<file path="config.mk">
export PLATFORM = sky130hd
export DESIGN_NAME = fetch_controller
export DESIGN_NICKNAME = d
export VERILOG_FILES = /design/src/rtl/mips_pkg.sv /design/src/rtl/fetch_controller_npc_select.sv /design/src/rtl/fetch_controller.sv
export SDC_FILE = /design/constraint.sdc
export NUM_CORES = 1
export LEC_CHECK = 0
export ABC_AREA = 1
export BUFFER_PORTS_ARGS = -buffer_cell sky130_fd_sc_hd__buf_2
export CORE_ASPECT_RATIO = 1.1
export CORE_MARGIN = 5
export CORE_UTILIZATION = 50
export DETAILED_ROUTE_END_ITERATION = 16
export GPL_ROUTABILITY_DRIVEN = 1
export PLACE_DENSITY = 0.78
export SLEW_MARGIN = 10
export SYNTH_ARGS = -nofsm -noshare
export SYNTH_HDL_FRONTEND = slang
export SYNTH_SLANG_ARGS = --single-unit
</file>
<file path="constraint.sdc">
create_clock -name clk -period 3.61 [get_ports clk]
set_input_delay 0.1805 -clock clk [delete_from_list [all_inputs] [get_ports clk]]
set_output_delay 0.1805 -clock clk [all_outputs]
set_load 0.05 [all_outputs]
</file>
<file path="src/rtl/mips_pkg.sv">
// Shared MIPS definitions: fetch state encoding, instruction width,
// the default halt encoding and the opcodes the control block decodes.
package mips_pkg;

  typedef enum logic [1:0] {
    BOOT  = 2'd0,
    RUN   = 2'd1,
    STALL = 2'd2,
    HALT  = 2'd3
  } fetch_state_e;

  localparam int          INSTR_W           = 32;
  localparam logic [31:0] HALT_WORD_DEFAULT = 32'hFFFF_FFFF;

  localparam logic [5:0] OP_RTYPE = 6'h00;
  localparam logic [5:0] OP_J     = 6'h02;
  localparam logic [5:0] OP_JAL   = 6'h03;
  localparam logic [5:0] OP_BEQ   = 6'h04;
  localparam logic [5:0] OP_BNE   = 6'h05;

  // True when a byte address lies outside an instruction memory of the given depth.
  function automatic logic beyond_imem(input logic [31:0] addr, input int words);
    return addr[31:2] >= 30'(words);
  endfunction

endpackage

</file>
<file path="src/rtl/fetch_controller_npc_select.sv">
// npc_select: combinational next-PC candidates for the fetch controller.
// Produces pc+4 and the redirect target (jump has priority over branch).
module npc_select
  import mips_pkg::*;
(
  input  logic [INSTR_W-1:0] pc,
  input  logic               branch_taken,
  input  logic [31:0]        branch_imm,
  input  logic               jump,
  input  logic [25:0]        jump_index,
  output logic [INSTR_W-1:0] pc_plus4,
  output logic               redirect,
  output logic [INSTR_W-1:0] target
);

  logic [31:0] branch_target;
  logic [31:0] jump_target;

  // Sequential address, both redirect targets, and the jump-over-branch pick.
  always_comb begin
    pc_plus4      = pc + 32'd4;
    // Shifting the whole word drops bits 31:30, same as using branch_imm[29:0].
    branch_target = pc_plus4 + (branch_imm << 2);
    jump_target   = {pc_plus4[31:28], jump_index, 2'b00};
    redirect      = jump | branch_taken;
    target        = jump ? jump_target : branch_target;
  end

endmodule

</file>
<file path="src/rtl/fetch_controller.sv">
// fetch_controller: instruction-fetch sequencer, owns the PC.
// States: BOOT (one idle cycle) -> RUN <-> STALL; RUN -> HALT (exit only by rst).
// Optional feature macro: BRANCH_DELAY_SLOT_EN (one delay slot after a taken
// branch/jump; the target is held in a pending register until the slot fetches).
module fetch_controller
  import mips_pkg::*;
#(
  parameter logic [31:0] RESET_PC   = 32'h0000_0000,
  parameter int          IMEM_WORDS = 16,
  parameter logic [31:0] HALT_WORD  = HALT_WORD_DEFAULT
) (
  input  logic               clk,
  input  logic               rst,
  input  logic [INSTR_W-1:0] instruction,
  input  logic               stall,
  input  logic               branch_taken,
  input  logic [31:0]        branch_imm,
  input  logic               jump,
  input  logic [25:0]        jump_index,
  output logic [31:0]        pc,
  output logic [31:0]        pc_plus4,
  output logic               fetch_valid,
  output logic               halted
);

  fetch_state_e state, state_next;
  logic [31:0]  pc_next;
  logic [31:0]  cand;
  logic         redirect;
  logic [31:0]  target;

`ifdef BRANCH_DELAY_SLOT_EN
  logic         pend_valid, pend_valid_next;
  logic [31:0]  pend_target, pend_target_next;
`endif

  npc_select u_npc (
    .pc           (pc),
    .branch_taken (branch_taken),
    .branch_imm   (branch_imm),
    .jump         (jump),
    .jump_index   (jump_index),
    .pc_plus4     (pc_plus4),
    .redirect     (redirect),
    .target       (target)
  );

  // Next state and next PC; halt detection takes priority over stall and redirect.
  always_comb begin
    state_next = state;
    pc_next    = pc;
    cand       = pc_plus4;
`ifdef BRANCH_DELAY_SLOT_EN
    pend_valid_next  = pend_valid;
    pend_target_next = pend_target;
`endif
    case (state)
      BOOT:  state_next = RUN;
      RUN: begin
        if (instruction == HALT_WORD) begin
          state_next = HALT;
        end else if (stall) begin
          state_next = STALL;
        end else begin
`ifdef BRANCH_DELAY_SLOT_EN
          if (pend_valid) begin
            cand            = pend_target;
            pend_valid_next = 1'b0;
          end else if (redirect) begin
            cand             = pc_plus4;
            pend_valid_next  = 1'b1;
            pend_target_next = target;
          end
`else
          if (redirect) cand = target;
`endif
          if (beyond_imem(cand, IMEM_WORDS)) state_next = HALT;
          else                               pc_next    = cand;
        end
      end
      STALL: if (!stall) state_next = RUN;
      HALT:  state_next = HALT;
      default: state_next = BOOT;
    endcase
  end

  // State, PC and pending-redirect registers with synchronous reset.
  always_ff @(posedge clk) begin
    if (rst) begin
      state <= BOOT;
      pc    <= RESET_PC;
`ifdef BRANCH_DELAY_SLOT_EN
      pend_valid  <= 1'b0;
      pend_target <= 32'd0;
`endif
    end else begin
      state <= state_next;
      pc    <= pc_next;
`ifdef BRANCH_DELAY_SLOT_EN
      pend_valid  <= pend_valid_next;
      pend_target <= pend_target_next;
`endif
    end
  end

  assign fetch_valid = (state == RUN);
  assign halted      = (state == HALT);

endmodule

</file>
== After elaboration in Yosys (flattened, before gate mapping) ==
Cells that the tools add are included.

* Magnitude comparators: 1
* Multiplexer cells: 10
* Bitwise operators: 4
* Add/sub/neg operators: 2
* Reduce and logical (&&, ||, !) cells: 3
* Equality and inequality tests: 6

{| class="wikitable"
|+ Operators with widths
! kind !! number
|-
| 32-bit two-way mux || 5
|-
| 32-bit by 3-bit adder with 32-bit output (second input constant) || 1
|-
| 32-bit adder || 1
|-
| 32-bit equality test (second input constant) || 1
|-
| 30-bit by 5-bit >= comparator with 1-bit output (second input constant) || 1
|-
| 2-bit two-way mux || 4
|-
| 2-bit one-hot mux with 4 select lines || 1
|-
| 2-bit equality test (second input constant) || 2
|-
| 4-bit by 2-bit != test with 1-bit output (second input constant) || 1
|-
| 4-bit AND reduction || 1
|-
| 1-bit inverter || 3
|-
| 2-bit by 1-bit equality test with 1-bit output (second input constant) || 1
|-
| 2-bit zero test || 1
|-
| 2-bit != test (second input constant) || 1
|-
| 2-bit AND reduction || 1
|-
| 1-bit OR || 1
|}

* Register bits: 34
* Input port bits: 95

== Longest topological paths before layout ==
Gate-level depths: netlist (run 1).

* Depth in word-level cells: 12
* Mapped depth: 29

== By module ==
A second synthesis (run 1) with hierarchy kept.

* Cells, all modules: 1036
* Area total of the unflattened synthesis: 5530.3 um^2

{| class="wikitable"
|+ By module, submodules not included
! module !! instances !! area an instance (um^2) !! cells an instance !! seq. area each (um^2)
|-
| npc_select || 1 || 3379.5 || 666 || 0.0
|-
| fetch_controller || 1 || 2150.8 || 370 || 680.7
|}

== Worst setup path after synthesis (run 1) ==
OpenSTA, ideal clock, no wires.

* Path type: reg-to-reg
* Start point: reg pc[2]
* End point: reg pc[23]
* Arrival: 4389 ps
* Setup time: 110 ps
* Cell stages (with the launch flop): 24
* Setup slack: -889 ps
* Period minus slack after synthesis: 4499 ps
* Cells stage by stage: dfxtp_1 -> ha_1 -> nand2_2 -> nor2_2 -> nand3_1 -> xnor2_1 -> ha_1 -> nand2_1 -> nor2_1 -> and2_1 -> nand2_1 -> nand2_1 -> nand3_1 -> nand2_1 -> nand2_1 -> nand3_1 -> nand2_1 -> nand4_1 -> nor2_4 -> nand2_2 -> buf_6 -> buf_8 -> nand3_2 -> inv_2

* Cells in the longest elaborated chain, start to end: 10

{| class="wikitable"
|+ RTL lines
! item !! line !! RTL
|-
| start, declared || fetch_controller.sv:20 || <nowiki>output logic [31:0] pc,</nowiki>
|-
| start signal, assigned || fetch_controller.sv:98 || <nowiki>pc <= pc_next;</nowiki>
|-
| 32-bit by 3-bit adder with 32-bit output * || fetch_controller_npc_select.sv:21 || <nowiki>pc_plus4 = pc + 32'd4;</nowiki>
|-
| net pc_plus4[12] || fetch_controller.sv:21 || <nowiki>output logic [31:0] pc_plus4,</nowiki>
|-
| 32-bit adder || fetch_controller_npc_select.sv:23 || <nowiki>branch_target = pc_plus4 + (branch_imm << 2);</nowiki>
|-
| 32-bit two-way mux || fetch_controller_npc_select.sv:26 || <nowiki>target = jump ? jump_target : branch_target;</nowiki>
|-
| 32-bit two-way mux * || fetch_controller.sv:75 || <nowiki>if (redirect) cand = target;</nowiki>
|-
| 32-bit two-way mux * || fetch_controller.sv:62 || <nowiki>end else if (stall) begin</nowiki>
|-
| 32-bit two-way mux * || fetch_controller.sv:60 || <nowiki>if (instruction == HALT_WORD) begin</nowiki>
|-
| 32-bit two-way mux * || fetch_controller.sv:57 || <nowiki>case (state)</nowiki>
|-
| 30-bit by 5-bit >= comparator with 1-bit output || mips_pkg.sv:23 || <nowiki>return addr[31:2] >= 30'(words);</nowiki>
|-
| 1-bit inverter (no source line) || n/a ||
|-
| 4-bit AND reduction (no source line) || n/a ||
|}

The timed path passes the listed nets; every way through them passes the cells marked *. The select of a mux whose other input is x is not followed.
A chain may end at the register's enable or synchronous reset.

== Worst setup path in the final report (run 1) ==
* Start point: reg pc[5]
* End point: reg pc[2]

* Cells in the longest elaborated chain, start to end: 10

{| class="wikitable"
|+ RTL lines
! item !! line
|-
| 32-bit by 3-bit adder with 32-bit output * || fetch_controller_npc_select.sv:21
|-
| 32-bit adder || fetch_controller_npc_select.sv:23
|-
| 32-bit two-way mux || fetch_controller_npc_select.sv:26
|-
| 32-bit two-way mux * || fetch_controller.sv:75
|-
| 32-bit two-way mux * || fetch_controller.sv:62
|-
| 32-bit two-way mux * || fetch_controller.sv:60
|-
| 32-bit two-way mux * || fetch_controller.sv:57
|-
| 30-bit by 5-bit >= comparator with 1-bit output * || mips_pkg.sv:23
|-
| 1-bit inverter (no source line) * || n/a
|-
| 4-bit AND reduction (no source line) * || n/a
|}

Mark *: on every way between the ends. The rest lies on a longest branch, timed or not. The select of a mux whose other input is x is not followed.

==> results.md, run 1 <==
* Placed cell areas at 6560 µm²
* Worst path slowest cell: dfxtp_2
* Dpl ws at 0.0847 ns
* Total wire length at 20,500 µm
* Max Freq at 284 MHz
* Post-synthesis register bit count at 32
* Core area at 10,500 µm²
* Ant. Diodes at 0
* Setup ws final at 0.0903 ns
* Worst clock skew at 0.00899 ns
* R2R Setup Slk at 0.09 ns
* Worst hold stages at 2
* Met1 wire length at 8300 µm
* Remaining global-route overflow at 0
* Global-route wire length before repair at 29,600 µm
* CP Data Arrival Time at 3.73 ns
* CTS tree: built
* Total Power at 1.07 mW
* Htree depth at 2
* Most common cell after layout, fill and taps aside: nand2_1
* Clock Tree Buf Depth at 2
* Peak VDD IR at 0.461 mV
* Synth area leaders: nand2_1 (26%), inv_1 (13%), dfxtp_1 (12%)
* Total Routing Usage GR at 0.282
* DR pass1 iterations at 5
* DR WL met2 at 9920 µm
* Routed WL per cell at 14.9 µm
* Utilization after layout at 0.718
* DRT antenna net count at 0
* Via density at 5.26
* Final Cell Area at 7530 µm²
* Share of layout cells above drive strength 1 at 0.342
* Hold slack at 0.0876 ns
* Hold crit path type: in2reg
* Die W at 109 µm
* DRC Markers at 0
* Top Ports at 161
* R2R cell count at 28
* Hold endpoint: state[1]$_SDFFE_PP0P_
* # hold bufs at CTS at 0
* Post-layout minimum cycle time at 3.52 ns
* CTS Root Cell: clkbuf_16
* FF-to-FF End: pc[2]$_SDFFE_PP0P_
* Synth Warn # at 0
* Min-Delay Startpoint: rst
* Worst-Margin Slew at 1.03 ns
* Sequential share of the synthesized area at 0.119
* PD cells at 143 nW/µm²
* P&R area growth vs syn at 39.7%
* Routability Congestion at 0.981
* Fin. Hold Viols at 0
* Mapped Avg Cell Area at 5.17 µm²
* Vias in the first global route at 6,393
* Leak Pwr at 4.27 nW
* CTS buffer count at 5
* Critical path type: reg2reg
* Top-area cell type share of the netlist area at 0.256
* Clock slew at reported path FFs at 0.05 ns
* Clock sink count at 32
* Most frequent cells in the layout: nand2_1 (332), inv_1 (173), buf_2 (154)
* Worst reg2reg startpoint: pc[5]$_SDFFE_PP0P_
* Routed vias at 7,215
* Max Slew Vio Count at 0
* Post-synthesis instance area at 5390 µm²
* Crit path largest cell delay at 0.39 ns
* Cells after Synth at 1,042
* Worst-skew pair later-pin latency at 0.28 ns
* Max-cap violations at 0
* Met3 wire length at 1390 µm
* I/O Buffers at 154
* Crit-path leading delay family: simple AND/OR/NAND/NOR gates
* Worst slew margin at 0.315
* WP buf/inv at 4
* Die span in y at 119 µm
* Initial drt markers at 516
* Die Area at 13,000 µm²
* Period utilization at 0.975
* Status: finished, final reports clean
* Highest net fanout along the worst path at 8
* Hpwl dp at 15,900 µm
* CP most frequent cell: nand2_1
* Initial antenna violation count at 0
* Highest metal used: met4
* Worst Path Required at 3.82 ns
* Final nets at 1,356
* Site row count at 39
* Initial Util at 0.514
* Largest net degree at the start of global routing at 31
* Largest area contributor in the netlist: nand2_1
* Setup-failing EPs final at 0
* Yosys cell types at 42
* Crit path capture type: flip-flop
* Crit start category: flip-flop
==> power by group <==
| group | switching [mW] | total [mW] | internal, mW |
|---|---|---|---|
| registers | 0.00139 | 0.350 | 0.349 |
| clock network | 0.142 | 0.392 | 0.250 |
| logic | 0.201 | 0.332 | 0.130 |
==> worst max-delay path by stage <==
stage / from / end / cells after the start / slack, ns
floorplan: pc[5]$_SDFFE_PP0P_ / pc[31]$_SDFFE_PP0P_ / 24 / 0.0005
global placement: pc[2]$_SDFFE_PP0P_ / pc[2]$_SDFFE_PP0P_ / 23 / 0.10
detailed placement: pc[6]$_SDFFE_PP0P_ / pc[2]$_SDFFE_PP0P_ / 22 / 0.08
CTS: pc[6]$_SDFFE_PP0P_ / pc[2]$_SDFFE_PP0P_ / 22 / 0.06
global route: pc[5]$_SDFFE_PP0P_ / pc[2]$_SDFFE_PP0P_ / 28 / -0.12
finish: pc[5]$_SDFFE_PP0P_ / pc[2]$_SDFFE_PP0P_ / 28 / 0.09
==> kinds of logic (layout without fill, tap and decap cells) <==
logic type      after synthesis  after routing  synth area share
compound gates               56             56            0.0606
xor+xnor                      8              8            0.0130
fa+ha+maj                    32             32            0.0757
buf+inv                     219            403             0.161
flops                        32             32             0.119
other cells                   1              4          0.000696
simple gates                694            694             0.570
==> timing repair <==
item	4_1_cts	5_1_grt
setup endpoints to repair	0	31
setup buffers	0	13
gates resized for setup	0	173
==> final cells by class <==
class	count	area [µm²]
multi-input combinational	794	4620
fill	967	2960
timing repair buffer	196	1150
inverter	200	758
sequential	32	694
tap	143	179
clock buffer	6	129
clock inverter	1	5.00
==> routing by layer <==
metal | track usage | vias up
met5 | 0 | -
met4 | 0.0908 | 0
met3 | 0.0173 | 73
met2 | 0.487 | 327
met1 | 0.371 | 3211
li1 | - | 3604
==> stage by stage <==
stage               TNS, ns  std cells
finish                    0       1372
global route          -2.44       1372
CTS                       0       1357
detailed placement        0       1350
global placement          0       1350
floorplan                 0       1045
==> cells in the mapped netlist <==
master,count
nor2_1,114
inv_1,183
and3_1,7
nor3_1,13
a211oi_1,1
nand4_2,1
conb_1,1
ha_1,31
a21o_1,5
a21oi_1,30
nand3_2,12
o211ai_1,1
nor4_1,1
o21ai_2,1
nand2_4,1
clkinv_1,4
nor2_4,4
nand2_2,7
nand3b_1,5
buf_4,4
nor2_2,12
nand2_1,367
o21ai_0,5
or2_2,4
and2_4,1
a21boi_0,1
clkinv_2,1
clkbuf_1,6
o22ai_1,2
dfxtp_1,32
nand3_1,106
xnor2_1,1
buf_8,1
inv_2,12
and2_1,9
o21ai_1,2
fa_1,1
buf_6,1
o21bai_1,8
nand4_1,30
buf_2,7
xor2_1,7
==> flip-flops by register name, indices dropped and copies added (netlist names) <==
signal / flops
pc: 30
state: 2
==> worst reg2reg max path, delay by kind of cell (launching register included) <==
| kind | cells | cell delay (ns) |
|---|---|---|
| adder cells (fa/ha/maj) | 1 | 0.23 |
| buffers and inverters | 4 | 0.48 |
| flip-flops | 1 | 0.39 |
| AND/OR/NAND/NOR | 23 | 2.33 |
(Power assumes the default switching activity.)
==> inputs of run 2 (changes only) <==
- CELL_PAD_IN_SITES_DETAIL_PLACEMENT: not set -> 0
- CELL_PAD_IN_SITES_GLOBAL_PLACEMENT: not set -> 1
- CORE_UTILIZATION: 50 -> 34
- PLACE_DENSITY: 0.78 -> not set
- PLACE_DENSITY_LB_ADDON: not set -> 0.1
- SETUP_SLACK_MARGIN: not set -> 0.02
==> results.md, run 2 (synthesized netlist as in run 1, its figures left out) <==
* R2R Setup Slk at 0.19 ns
* Top Ports at 161
* Initial Util at 0.345
* CTS buffer count at 5
* Min-Delay Startpoint: rst
* Multi-input logic area at 4640 µm²
* Hold crit path type: in2reg
* RSZ-0062 raised after global routing: true
* Routed WL per cell at 14.6 µm
* Worst slew margin at 0.301
* Most frequent cells in the layout: nand2_1 (329), inv_1 (172), buf_2 (154)
* Worst Path Required at 3.82 ns
* Largest Register: pc
* Max Freq at 293 MHz
* Register area at 698 µm²
* Worst-Margin Slew at 1.05 ns
* P_int at 757 µW
* Clock Tree Buf Depth at 2
* Critical path type: reg2reg
* Sw frac at 0.319
* Die W at 130 µm
* Vias in the first global route at 6,560
* Total Routing Usage GR at 0.219
* Crit. Startpoint: pc[3]$_SDFFE_PP0P_
* Max Slew Vio Count at 0
* PD cells at 142 nW/µm²
* Routed vias at 6,930
* Initial antenna violation count at 0
* Fillers at 1,776
* Post-layout minimum cycle time at 3.42 ns
* DRC Markers at 0
* I/O Buffers at 154
* Routability Congestion at 0.924
* Site row count at 48
* Gate power share at 0.306
* Setup-failing EPs final at 0
* CP Data Arrival Time at 3.63 ns
* Period utilization at 0.947
* Share of layout cells above drive strength 1 at 0.354
* Initial drt markers at 272
* FF-to-FF End: pc[2]$_SDFFE_PP0P_
* Leak Pwr at 4.40 nW
* Final nets at 1,381
* Setup ws final at 0.192 ns
* Worst reg2reg startpoint: pc[3]$_SDFFE_PP0P_
* Global-route wire length before repair at 32,300 µm
* Crit path capture type: flip-flop
* Status: finished, final reports clean
* Largest register FFs at 30
* DRT antenna net count at 0
* Most common cell after layout, fill and taps aside: nand2_1
* Crit start category: flip-flop
* CTS tree: built
* P&R area growth vs syn at 45.5%
* Ant. Diodes at 0
* Via density at 4.76
* Worst clock skew at 0.00288 ns
* Htree depth at 2
* NetSw at 355 µW
* Total Power at 1.11 mW
* Die Area at 18,500 µm²
* Max-cap violations at 0
* Share of power burned in registers at 0.313
* R2R cell count at 25
* Peak VDD IR at 0.354 mV
* Biggest regs: pc (30), state (2)
* Core area at 15,600 µm²
* Clock sink count at 32
* CTS Root Cell: clkbuf_16
* End of the critical path: pc[2]$_SDFFE_PP0P_
* Clock slew at reported path FFs at 0.05 ns
* Total wire length at 21,200 µm
* Worst-skew pair later-pin latency at 0.28 ns
* Placed cells at 1,436
* Clock power share at 0.380
* Hpwl dp at 18,100 µm
* DR pass1 iterations at 5
* Fin. Hold Viols at 0
* Dpl ws at 0.0218 ns
* Highest net fanout along the worst path at 8
* Post-route insts no fill at 1,455
* Largest net degree at the start of global routing at 31
* Die span in y at 142 µm
* Remaining global-route overflow at 0
==> run 2: layout make-up <==
| cell class | instances | share of cell area |
|---|---|---|
| clock buffers | 6 | 0.0177 |
| well taps | 200 | 0.0319 |
| inverters | 200 | 0.0967 |
| repair buffers | 221 | 0.171 |
| flip-flops and latches | 32 | 0.0891 |
| clock inverters | 2 | 0.00128 |
| multi-input cells | 794 | 0.592 |
==> run 2: timing repair <==
| item | in CTS | in global routing |
|---|---|---|
| setup buffers | 0 | 9 |
| gates cloned | 0 | 2 |
| pin swaps | 1 | 50 |
| gates resized for setup | 3 | 168 |
| endpoints found under the setup margin | 7 | 31 |
| hold buffers | 0 | 0 |
==> run 2: power by group through the flow <==
stage	logic, mW	clock network [mW]	registers (mW)
detailed placement	0.299	0	0.362
floorplan	0.176	0	0.362
CTS	0.301	0.433	0.355
global placement	0.299	0	0.362
finish	0.341	0.423	0.348
global route	0.380	0.451	0.348
==> run 2: layer usage <==
| layer | up-vias | track usage | wire (µm) |
|---|---|---|---|
| li1 | 3644 | - | - |
| met1 | 3133 | 0.283 | 9310 |
| met3 | 16 | 0.0169 | 808 |
| met4 | 0 | 0.0405 | 320 |
| met5 | - | 0 | 0 |
| met2 | 137 | 0.399 | 10800 |
==> run 2: worst min path at each step <==
stage	end	slack (ns)	cells after the start
finish	state[1]$_SDFFE_PP0P_	0.08	2
detailed placement	state[1]$_SDFFE_PP0P_	0.37	2
global route	state[0]$_SDFFE_PP0P_	0.09	2
floorplan	state[1]$_SDFFE_PP0P_	0.25	1
CTS	state[1]$_SDFFE_PP0P_	0.07	2
global placement	state[1]$_SDFFE_PP0P_	0.37	2
==> run 2: through the flow <==
step           setup TNS (ns)  instance area, µm²  hold WS, ns   util
6_report                    0                7840       0.0777  0.502
5_1_grt                 -1.07                7840       0.0909  0.502
2_1_floorplan               0                5510        0.250      -
4_1_cts                     0                7020       0.0721  0.449
3_3_place_gp                0                6860        0.368  0.439
3_5_place_dp                0                6860        0.367  0.439
==> run 2: worst max-delay path: stages, from the launching register on <==
cell	delay, ns
dfxtp_4	0.38
buf_6	0.11
nand2_4	0.06
nor2_4	0.13
nand2_4	0.09
nor2_4	0.12
buf_4	0.11
nand4_1	0.16
xor2_2	0.26
inv_2	0.08
ha_4	0.27
inv_1	0.05
nor3_2	0.20
inv_1	0.10
nor2_4	0.13
nand3_2	0.10
nand3_2	0.07
nand3_1	0.07
nand2_1	0.08
nand4_1	0.14
nor2_4	0.14
nand2_4	0.10
buf_12	0.15
nand2_2	0.05
nand2_1	0.04
nor2_1	0.12
==> inputs of run 3 (changes only) <==
- CORE_UTILIZATION: 34 -> 35
- CTS_BUF_LIST: not set -> sky130_fd_sc_hd__clkbuf_8
- PLACE_DENSITY: not set -> 0.9
- PLACE_DENSITY_LB_ADDON: 0.1 -> not set
==> results.md, run 3 (synthesized netlist as in run 1, its figures left out) <==
* Routability Congestion at 0.946
* Top Ports at 161
* Share of layout cells above drive strength 1 at 0.365
* Post-route insts no fill at 1,435
* Setup-failing EPs final at 0
* Initial drt markers at 381
* Site row count at 47
* Min-Delay Startpoint: rst
* Worst clock skew at 0.00554 ns
* Largest net degree at the start of global routing at 31
* P_int at 625 µW
* Via density at 4.82
* Fillers at 1,635
* Most common cell after layout, fill and taps aside: nand2_1
* Biggest regs: pc (30), state (2)
* Ant. Diodes at 0
* Highest net fanout along the worst path at 5
* Global-route wire length before repair at 31,300 µm
* P&R area growth vs syn at 43.5%
* Remaining global-route overflow at 0
* R2R cell count at 27
* Clock slew at reported path FFs at 0.06 ns
* Placed cells at 1,421
* Hold crit path type: in2reg
* Worst slew margin at 0.319
* Period utilization at 0.952
* Leak Pwr at 4.33 nW
* Most frequent cells in the layout: nand2_1 (319), inv_1 (171), buf_2 (154)
* Routing usage on met2 at 0.380
* Routed WL per cell at 14.3 µm
* Status: finished, final reports clean
* Worst reg2reg startpoint: pc[3]$_SDFFE_PP0P_
* Largest Register: pc
* Met3 usage at 0.0190
* CTS buffer count at 5
* CP Data Arrival Time at 3.65 ns
* DRT antenna net count at 0
* Most used routing layer: met2
* Initial Util at 0.357
* Total Routing Usage GR at 0.214
* Worst-skew pair later-pin latency at 0.28 ns
* Met1 GRT Util at 0.275
* Die W at 128 µm
* Worst-Margin Slew at 1.02 ns
* NetSw at 324 µW
* Clock power share at 0.282
* DRC Markers at 0
* Total wire length at 20,500 µm
* Critical path type: reg2reg
* Post-layout minimum cycle time at 3.44 ns
* Hpwl dp at 17,300 µm
* Sw frac at 0.341
* Crit path capture type: flip-flop
* Vias in the first global route at 6,589
* Worst hold stages at 2
* PD cells at 123 nW/µm²
* Largest register FFs at 30
* Crit start category: flip-flop
* Worst Path Required at 3.82 ns
* Routed vias at 6,914
* Max-cap violations at 0
* Utilization after layout at 0.512
* Die Area at 18,000 µm²
* Gate power share at 0.355
* Crit. Startpoint: pc[3]$_SDFFE_PP0P_
* Core area at 15,100 µm²
* Fin. Hold Viols at 0
* Die span in y at 140 µm
* Peak VDD IR at 0.199 mV
* Htree depth at 2
* Hold slack at 0.0852 ns
* Final nets at 1,365
* DR pass1 iterations at 5
* CTS tree: built
* Max Slew Vio Count at 0
* I/O Buffers at 154
* Initial antenna violation count at 0
* Max Freq at 291 MHz
* Share of power burned in registers at 0.363
* Clock Tree Buf Depth at 2
* Clock sink count at 32
* CTS Root Cell: clkbuf_8
run 3: changes by cell type in the layout (fill, tap and decap cells not counted), sizes merged:
cell,before,now
clkinv,7,5
inv,194,196
buf,219,203
run 3: final timing paths:
| path | endpoint | slack, ns |
|---|---|---|
| hold reg to reg | pc[18]$_SDFFE_PP0P_ | 0.46 |
| setup / recovery | pc[2]$_SDFFE_PP0P_ | 0.17 |
| hold / removal | state[1]$_SDFFE_PP0P_ | 0.09 |
| setup reg to reg | pc[2]$_SDFFE_PP0P_ | 0.17 |
run 3: repair_timing:
item                       CTS  global route
hold buffers                 0             0
cloned                       0             2
buffers inserted             0             4
resized for setup            3           200
setup endpoints to repair    7            31
pin swaps                    2            51
run 3: worst max-delay path, stage by stage, from the launching register on:
cell and delay (ns):
dfxtp_4 0.38, ha_4 0.15, nand2_4 0.07, nor2_4 0.16, buf_4 0.13, nand3_1 0.08
and2_2 0.25, ha_4 0.24, nand2_2 0.11, inv_1 0.05, nand2_1 0.07, nand2_2 0.07
inv_1 0.11, nand3_4 0.11, nand2_2 0.10, nand3_1 0.07, nand2_1 0.08, nor2_2 0.08
nor2_2 0.13, nand2_1 0.08, nor2_1 0.13, nand3_2 0.11, nor2_4 0.15, nand2_4 0.11
buf_12 0.15, nand2_1 0.05, nand2_1 0.04, nor2_1 0.12
run 3: layout make-up:
class	count	area, µm²	share of cell area
flip-flops and latches	32	708	0.0916
clock inverters	2	7.51	0.000971
clock buffers	6	82.6	0.0107
multi-input cells	794	4730	0.611
repair buffers	205	1210	0.156
well taps	196	245	0.0317
inverters	200	756	0.0977
run 3: power groups by stage:
stage | registers, mW | logic, mW | clock network (mW)
final | 0.345 | 0.337 | 0.268
after global routing | 0.345 | 0.374 | 0.289
after CTS | 0.355 | 0.286 | 0.275
after detailed placement | 0.362 | 0.284 | 0
after global placement | 0.362 | 0.283 | 0
after floorplan | 0.362 | 0.176 | 0
run 3: per-stage QoR:
| stage | TNS, ns | cell area [µm²] | setup slack (ns) | total power [mW] |
|---|---|---|---|---|
| 2_1_floorplan | 0 | 5510 | 0.0401 | 0.539 |
| 3_3_place_gp | 0 | 6760 | 0.0704 | 0.646 |
| 3_5_place_dp | 0 | 6760 | 0.00771 | 0.647 |
| 4_1_cts | 0 | 6870 | 0.0383 | 0.916 |
| 5_1_grt | -0.0245 | 7730 | -0.0223 | 1.01 |
| 6_report | 0 | 7730 | 0.172 | 0.950 |
run 3: layer usage:
metal / part of all wire / vias to the layer above
li1: - / 3624
met1: 0.43 / 3068
met2: 0.49 / 192
met3: 0.052 / 30
met4: 0.019 / 0
met5: 0 / -
